<file path="src/rtl/uart_tx.sv">
// uart_tx: 8-bit UART transmitter, start bit, LSB-first data, one stop bit.
// Define PARITY_EN to insert an even-parity bit between the data and stop bits.
module uart_tx #(
    parameter int unsigned CLKS_PER_BIT = 8
) (
    input  logic       clkTx,
    input  logic       reset,
    input  logic       txStart,
    input  logic [7:0] txData,
    output logic       serialOutput,
    output logic       txBusy,
    output logic       txDone
);

    typedef enum logic [2:0] {
        StIdle   = 3'd0,
        StStart  = 3'd1,
        StData   = 3'd2,
`ifdef PARITY_EN
        StParity = 3'd3,
`endif
        StStop   = 3'd4
    } txStateT;

    // Four bits covers the whole legal CLKS_PER_BIT range of 2..16.
    localparam logic [3:0] LastCnt = 4'(CLKS_PER_BIT - 1);

    txStateT    stateQ, stateD;
    logic [3:0] cycleCntQ, cycleCntD;
    logic [2:0] bitIdxQ, bitIdxD;
    logic [7:0] shiftQ, shiftD;
    logic       serialQ, serialD;
    logic       busyQ, busyD;
    logic       doneQ, doneD;
    logic       bitEnd;
`ifdef PARITY_EN
    logic       parityQ, parityD;
`endif

    assign bitEnd       = (cycleCntQ == LastCnt);
    assign serialOutput = serialQ;
    assign txBusy       = busyQ;
    assign txDone       = doneQ;

    always_comb begin
        stateD    = stateQ;
        cycleCntD = cycleCntQ;
        bitIdxD   = bitIdxQ;
        shiftD    = shiftQ;
        serialD   = serialQ;
        busyD     = busyQ;
        doneD     = 1'b0;
`ifdef PARITY_EN
        parityD   = parityQ;
`endif
        case (stateQ)
            StIdle: begin
                serialD   = 1'b1;
                busyD     = 1'b0;
                cycleCntD = 4'd0;
                bitIdxD   = 3'd0;
                if (txStart) begin
                    stateD  = StStart;
                    shiftD  = txData;
                    serialD = 1'b0;
                    busyD   = 1'b1;
`ifdef PARITY_EN
                    parityD = ^txData;
`endif
                end
            end
            StStart: begin
                if (bitEnd) begin
                    stateD    = StData;
                    cycleCntD = 4'd0;
                    bitIdxD   = 3'd0;
                    serialD   = shiftQ[0];
                end else begin
                    cycleCntD = cycleCntQ + 4'd1;
                end
            end
            StData: begin
                if (bitEnd) begin
                    cycleCntD = 4'd0;
                    bitIdxD   = bitIdxQ + 3'd1;
                    if (bitIdxQ == 3'd7) begin
`ifdef PARITY_EN
                        stateD  = StParity;
                        serialD = parityQ;
`else
                        stateD  = StStop;
                        serialD = 1'b1;
`endif
                    end else begin
                        // Next data bit sits one place up before the shift lands.
                        shiftD  = shiftQ >> 1;
                        serialD = shiftQ[1];
                    end
                end else begin
                    cycleCntD = cycleCntQ + 4'd1;
                end
            end
`ifdef PARITY_EN
            StParity: begin
                if (bitEnd) begin
                    stateD    = StStop;
                    cycleCntD = 4'd0;
                    serialD   = 1'b1;
                end else begin
                    cycleCntD = cycleCntQ + 4'd1;
                end
            end
`endif
            StStop: begin
                serialD = 1'b1;
                if (bitEnd) begin
                    stateD    = StIdle;
                    cycleCntD = 4'd0;
                    busyD     = 1'b0;
                    doneD     = 1'b1;
                end else begin
                    cycleCntD = cycleCntQ + 4'd1;
                end
            end
            default: begin
                stateD    = StIdle;
                cycleCntD = 4'd0;
                bitIdxD   = 3'd0;
                serialD   = 1'b1;
                busyD     = 1'b0;
            end
        endcase
    end

    always_ff @(posedge clkTx) begin
        if (reset) begin
            stateQ    <= StIdle;
            cycleCntQ <= 4'd0;
            bitIdxQ   <= 3'd0;
            shiftQ    <= 8'd0;
            serialQ   <= 1'b1;
            busyQ     <= 1'b0;
            doneQ     <= 1'b0;
`ifdef PARITY_EN
            parityQ   <= 1'b0;
`endif
        end else begin
            stateQ    <= stateD;
            cycleCntQ <= cycleCntD;
            bitIdxQ   <= bitIdxD;
            shiftQ    <= shiftD;
            serialQ   <= serialD;
            busyQ     <= busyD;
            doneQ     <= doneD;
`ifdef PARITY_EN
            parityQ   <= parityD;
`endif
        end
    end

endmodule
</file>
<file path="config.mk">
export PLATFORM = sky130hd
export DESIGN_NAME = uart_tx
export DESIGN_NICKNAME = d
export VERILOG_FILES = /design/src/rtl/uart_tx.sv
export SDC_FILE = /design/constraint.sdc
export NUM_CORES = 1
export LEC_CHECK = 0
export CAP_MARGIN = 20
export CORE_MARGIN = 2
export CORE_UTILIZATION = 48
export CTS_CLUSTER_SIZE = 24
export DETAILED_ROUTE_END_ITERATION = 8
export GPL_TIMING_DRIVEN = 0
export HOLD_SLACK_MARGIN = 0.12
export PLACE_DENSITY = 0.8
export SETUP_SLACK_MARGIN = 0.02
export SLEW_MARGIN = 40
export SYNTH_ARGS = -nofsm -noshare
export SYNTH_HDL_FRONTEND = slang
export SYNTH_SLANG_ARGS = --single-unit
</file>
<file path="constraint.sdc">
create_clock -name clkTx -period 1.6 [get_ports clkTx]
set_input_delay 0.16 -clock clkTx [delete_from_list [all_inputs] [get_ports clkTx]]
set_output_delay 0.16 -clock clkTx [all_outputs]
set_load 0.01 [all_outputs]
</file>
; Word level (Yosys, flattened, before mapping)
; Index checks and enable logic that the tools add are counted.
[op_classes]
reduce_logical = 11
n_addsub = 2
mux = 21
n_eq_ne = 11
n_bitwise = 3
[op_table]
columns = operator, n
row1 = $mux W8, 3
row2 = $mux W3, 6
row3 = $pmux W8 S2, 1
row4 = $ne A2 B2 Y1 const B, 6
row5 = $pmux W3 S4, 1
row6 = $pmux W3 S3, 1
row7 = $mux W1, 7
row8 = $eq A3 B3 Y1 const B, 2
row9 = $pmux W1 S3, 2
row10 = $reduce_or A3 Y1, 2
row11 = $reduce_and A5 Y1, 1
row12 = $add A4 B1 Y4 const B, 1
row13 = $eq A4 B3 Y1 const B, 1
row14 = $reduce_and A2 Y1, 2
row15 = $reduce_and A4 Y1, 1
row16 = $reduce_or A2 Y1, 2
row17 = $add A3 B1 Y3 const B, 1
row18 = $eq A3 B1 Y1 const B, 1
row19 = $eq A3 B2 Y1 const B, 1
row20 = $logic_not A3 Y1, 1
row21 = $not A1 Y1, 3
row22 = $reduce_and A3 Y1, 1
row23 = $reduce_bool A2 Y1, 1
[totals]
wordCells = 55
out_inout_bits = 3
reg_bits = 21
in_bits = 11

; Longest topological paths before layout
[logic_depth]
word_depth = 4
ltp_mapped = 6
ltp_nobuf = 5

; Least setup slack after synthesis
; No wires, ideal clock.
[synth_timing]
path_type = flip-flop to flip-flop
start = reg bitIdxQ[0]
end = reg shiftQ[1]
arrival_time_ns = 1.603
path_buffers = 1
setup_time_ns = 0.079
period_less_slack_ns = 1.682
path_slack_ns = -0.082
path_stages_with_launch = 7
required_ns = 1.521
path_cell_list = dfxtp_1 > ha_1 > ha_1 > o41ai_4 > buf_12 > nor2_2 > a211oi_2
[synth_via]
elab_chain_len = 3
[synth_lines]
columns = element, line
row1 = "start, declared", 30  ; logic [2:0] bitIdxQ, bitIdxD;
row2 = "start signal, assigned", 150  ; bitIdxQ <= bitIdxD;
row3 = $eq A3 B3 Y1, 86  ; if (bitIdxQ == 3'd7) begin
row4 = $ne A2 B2 Y1 (no line), -
row5 = $reduce_and A4 Y1 (no line), -
row6 = "end signal, assigned", 151  ; shiftQ <= shiftD;
row7 = "end, declared", 31  ; logic [7:0] shiftQ, shiftD;
; No other way between the ends.
; A chain may end at the register's enable or synchronous reset.

; Worst setup path after layout
[layout_timing]
start = reg stateQ[1]
end = reg shiftQ[1]
[layout_via]
elab_chain_len = 3
word_cells_on_any_way = 8
cone_classes = eq/ne: 4 / mux: 1 / reduce/logical: 3
[layout_lines]
columns = element, line
row1 = "start, declared", 28  ; txStateT stateQ, stateD;
row2 = "start signal, assigned", 137  ; stateQ <= StIdle;
row3 = "start signal, assigned", 148  ; stateQ <= stateD;
row4 = $eq A3 B2 Y1 / $logic_not A3 Y1 (equally long branches), 56  ; case (stateQ)
row5 = $ne A2 B2 Y1 (no line) / $reduce_bool A2 Y1 (equally long branches), -
row6 = $reduce_and A4 Y1 (no line), -
; Several ways; a longest one is shown, not always the timed one.

==> results.toml <==
[worst_setup_path]
critPathSlowestCell = "or4b_4"
endpoint_kind = "flop"
cp-startpoint = "stateQ[1]$_SDFFE_PP0P_"
crit_type = "flop to flop"
r2r_start = "stateQ[1]$_SDFFE_PP0P_"
path_max_fanout = 6
crit_required_ps = 1780
cp_cell_sequence = "buf_6, or4b_4, o41ai_4, buf_6, buf_12, buf_16, a211oi_2"
arrival_ps = 1790
cpPeakStageDelay_ps = 510
crit_top_cell = "buf_6"
setup.worst_path.start_class = "flop"

[synth]
yosysWarnings = 0
netlist_area_mm2 = 0.00109
ys_seq_area_share_pct = 38.7
yosysUniqueCellTypes = 35
syn_avg_cell_area_um2 = 9.37
ys_ff_latch = 21
synth_nets = 130
synth_area_leaders = "dfxtp_1, mux2i_1, a211oi_1"
synth_flop_cell = "dfxtp_1"
synth_edf_count = 0
yosysTopAreaCell = "dfxtp_1"
async_flop_share_pct = 0
yosysTopAreaCellShare_pct = 38.7
synthCells = 116

[timing]
min_period_ps = 1610
fmax_ghz = 0.622
maxSlewViolCount = 0
setup_viol = 2
hold_violations = 0
holdWs_ps = 456
fin_skew_ps = 10.1
worst_pin_slew_ps = 554
rsz0062_at_grt = "yes"
setup-tns-final_ps = -13.7
fin_ws_ps = -7.51
period_share_pct = 100
slew_headroom_pct = 63.1

[cells_and_area]
layout_common_cells = "dfxtp_1, nor2_1, clkdlybuf4s50_1, mux2i_1"
ff_latch_area_um2 = 430
fin_area_mm2 = 0.00145
fin_nets = 155
fillers = 168
multi_input_area_um2 = 657
diodes = 0
layout_commonest_cell = "dfxtp_1"
layout-drive-gt1-share_pct = 26.4
area_growth_pct = 33.3
stdcell_count = 168

[clock_tree]
clkLatencyLatePin_ps = 320
htreeDepth = 1
root_buffer = "clkbuf_4"
cts_sinks = 21
clkSlewWorstSetupHoldPaths_ps = 120
numCtsBuffers = 3
postCtsHoldBufs = 0
cts_tree = "done"
cts_buffer_depth = 2

[drt]
met1_length_mm = 1.03
wl_mm = 2.31
wl_met2_mm = 1.18
wl_met3_um = 71
vias = 952
top_layer = "met4"
wl_per_cell_um = 13.7
detail-route-antenna-nets = 0
avgViaCountPerCell = 5.67
first_pass_iters = 4
drt_iter0_markers = 15
drc = 0

[global_route]
antenna_found_initial = 0
grt.total_usage_pct = 19.2
grt_pass1_wl_mm = 3.85
grt_max_degree = 14
grt_overflow = 0
grt_pass1_vias = 879

[floorplan]
die_w_um = 51.6
die_y_um = 51.6
core-area_mm2 = 0.00217
start_util_pct = 50.1
io_pins = 14
rows = 17
die_area_mm2 = 0.00266

[power]
p_switching_mw = 0.263
ir_worst_vdd_v = 0.000665
combPwrFrac_pct = 16.9
power_density_mw_per_mm2 = 692
sequentialPowerShare_pct = 56.4
intPower_mw = 0.740
clockPowerShare_pct = 26.7
p_sw_share_pct = 26.2
p_leak_nw = 0.540

[placement]
placed_cells = 157
placed_area_mm2 = 0.00126
dp_hpwl_mm = 1.57
port_buffers = 13
dp_slack_ps = -260
routabilityCongestion = 0.839

[min_path]
hold_class = "input port to flop"
min_from = "txData[7]"

[status]
status = "complete, but fails checks"
failed_checks = "setup timing"

[run]
maxCapViolCount = 0
## timing repair
item / CTS / global route
setup buffers: 8 / 0
resized for setup: 12 / 7
endpoints found under the setup margin: 8 / 13
endpoints found under the hold margin: 0 / 0
gates cloned: 1 / 0
pin swaps: 5 / 1
## final cells by class
class / instances / area share, %
Multi-Input combinational cell: 83 / 45.3
Buffer: 6 / 3.28
Tap cell: 28 / 2.42
Clock inverter: 1 / 0.518
Clock buffer: 3 / 1.55
Sequential cell: 21 / 29.7
Timing Repair Buffer: 22 / 16.1
Inverter: 4 / 1.04
## cells by family after synthesis
| family | after synthesis | share of synthesized area, % |
|---|---|---|
| buffers and inverters | 12 | 6.44 |
| AND/OR/NAND/NOR | 40 | 20.3 |
| flip-flops | 21 | 38.7 |
| XOR/XNOR | 4 | 3.22 |
| AO/OA/AOI/OAI | 28 | 20.6 |
| multiplexers | 8 | 7.37 |
| adder cells (fa/ha/maj) | 3 | 3.45 |
## registers in the layout, summed over array words and instances, names as in the netlist
name and count:
stateQ 3, txBusy 1, shiftQ 8, txDone 1
bitIdxQ 3, cycleCntQ 4, serialOutput 1
## worst paths after layout
kind / endpoint / slack [ps] / cells after the start
worst max register to register: shiftQ[1]$_SDFFE_PP0P_ / -8 / 7
worst min-delay path: shiftQ[7]$_SDFFE_PP0P_ / 460 / 3
worst max-delay path: shiftQ[1]$_SDFFE_PP0P_ / -8 / 7
worst min register to register: cycleCntQ[0]$_SDFF_PP0_ / 460 / 1
## power groups by stage
stage,Sequential (mW),Combinational (mW),Clock (mW)
5_1_grt,0.568,0.186,0.300
3_5_place_dp,0.577,0.139,0
3_3_place_gp,0.575,0.135,0
4_1_cts,0.564,0.165,0.281
2_1_floorplan,0.574,0.0868,0
6_report,0.565,0.170,0.268
## worst max-delay path: cells and delay by family, from the launching register on
family,cells,cell delay (ps)
compound gates,2,120
buf+inv,4,500
flops,1,340
simple gates,1,510
## Yosys cell counts, types with 2 or more instances
master and instances:
nand3_1 4, nor2_1 13, a211oi_1 7, xor2_1 2
nand2b_1 4, o211ai_1 2, xnor2_1 2, inv_1 4
ha_1 3, dfxtp_1 21, clkbuf_1 5, nand4_1 2
a31oi_1 2, mux2i_1 8, nand2_1 5, nor2_2 3
a21oi_1 6, o21ai_0 4, a211oi_2 3
## metal layers
metal | vias up | GRT usage (%)
li1 | 476 | -
met4 | 0 | 9.21
met3 | 2 | 3.74
met2 | 16 | 32.3
met5 | - | 0
met1 | 458 | 23.6
## through the flow
step                power (mW)  util, %
finish                    1.00     66.8
global route              1.05     66.8
CTS                       1.01     65.5
detailed placement       0.716     58.2
global placement         0.710     58.2
floorplan                0.661        -
Power figures use the tool's default switching activity.
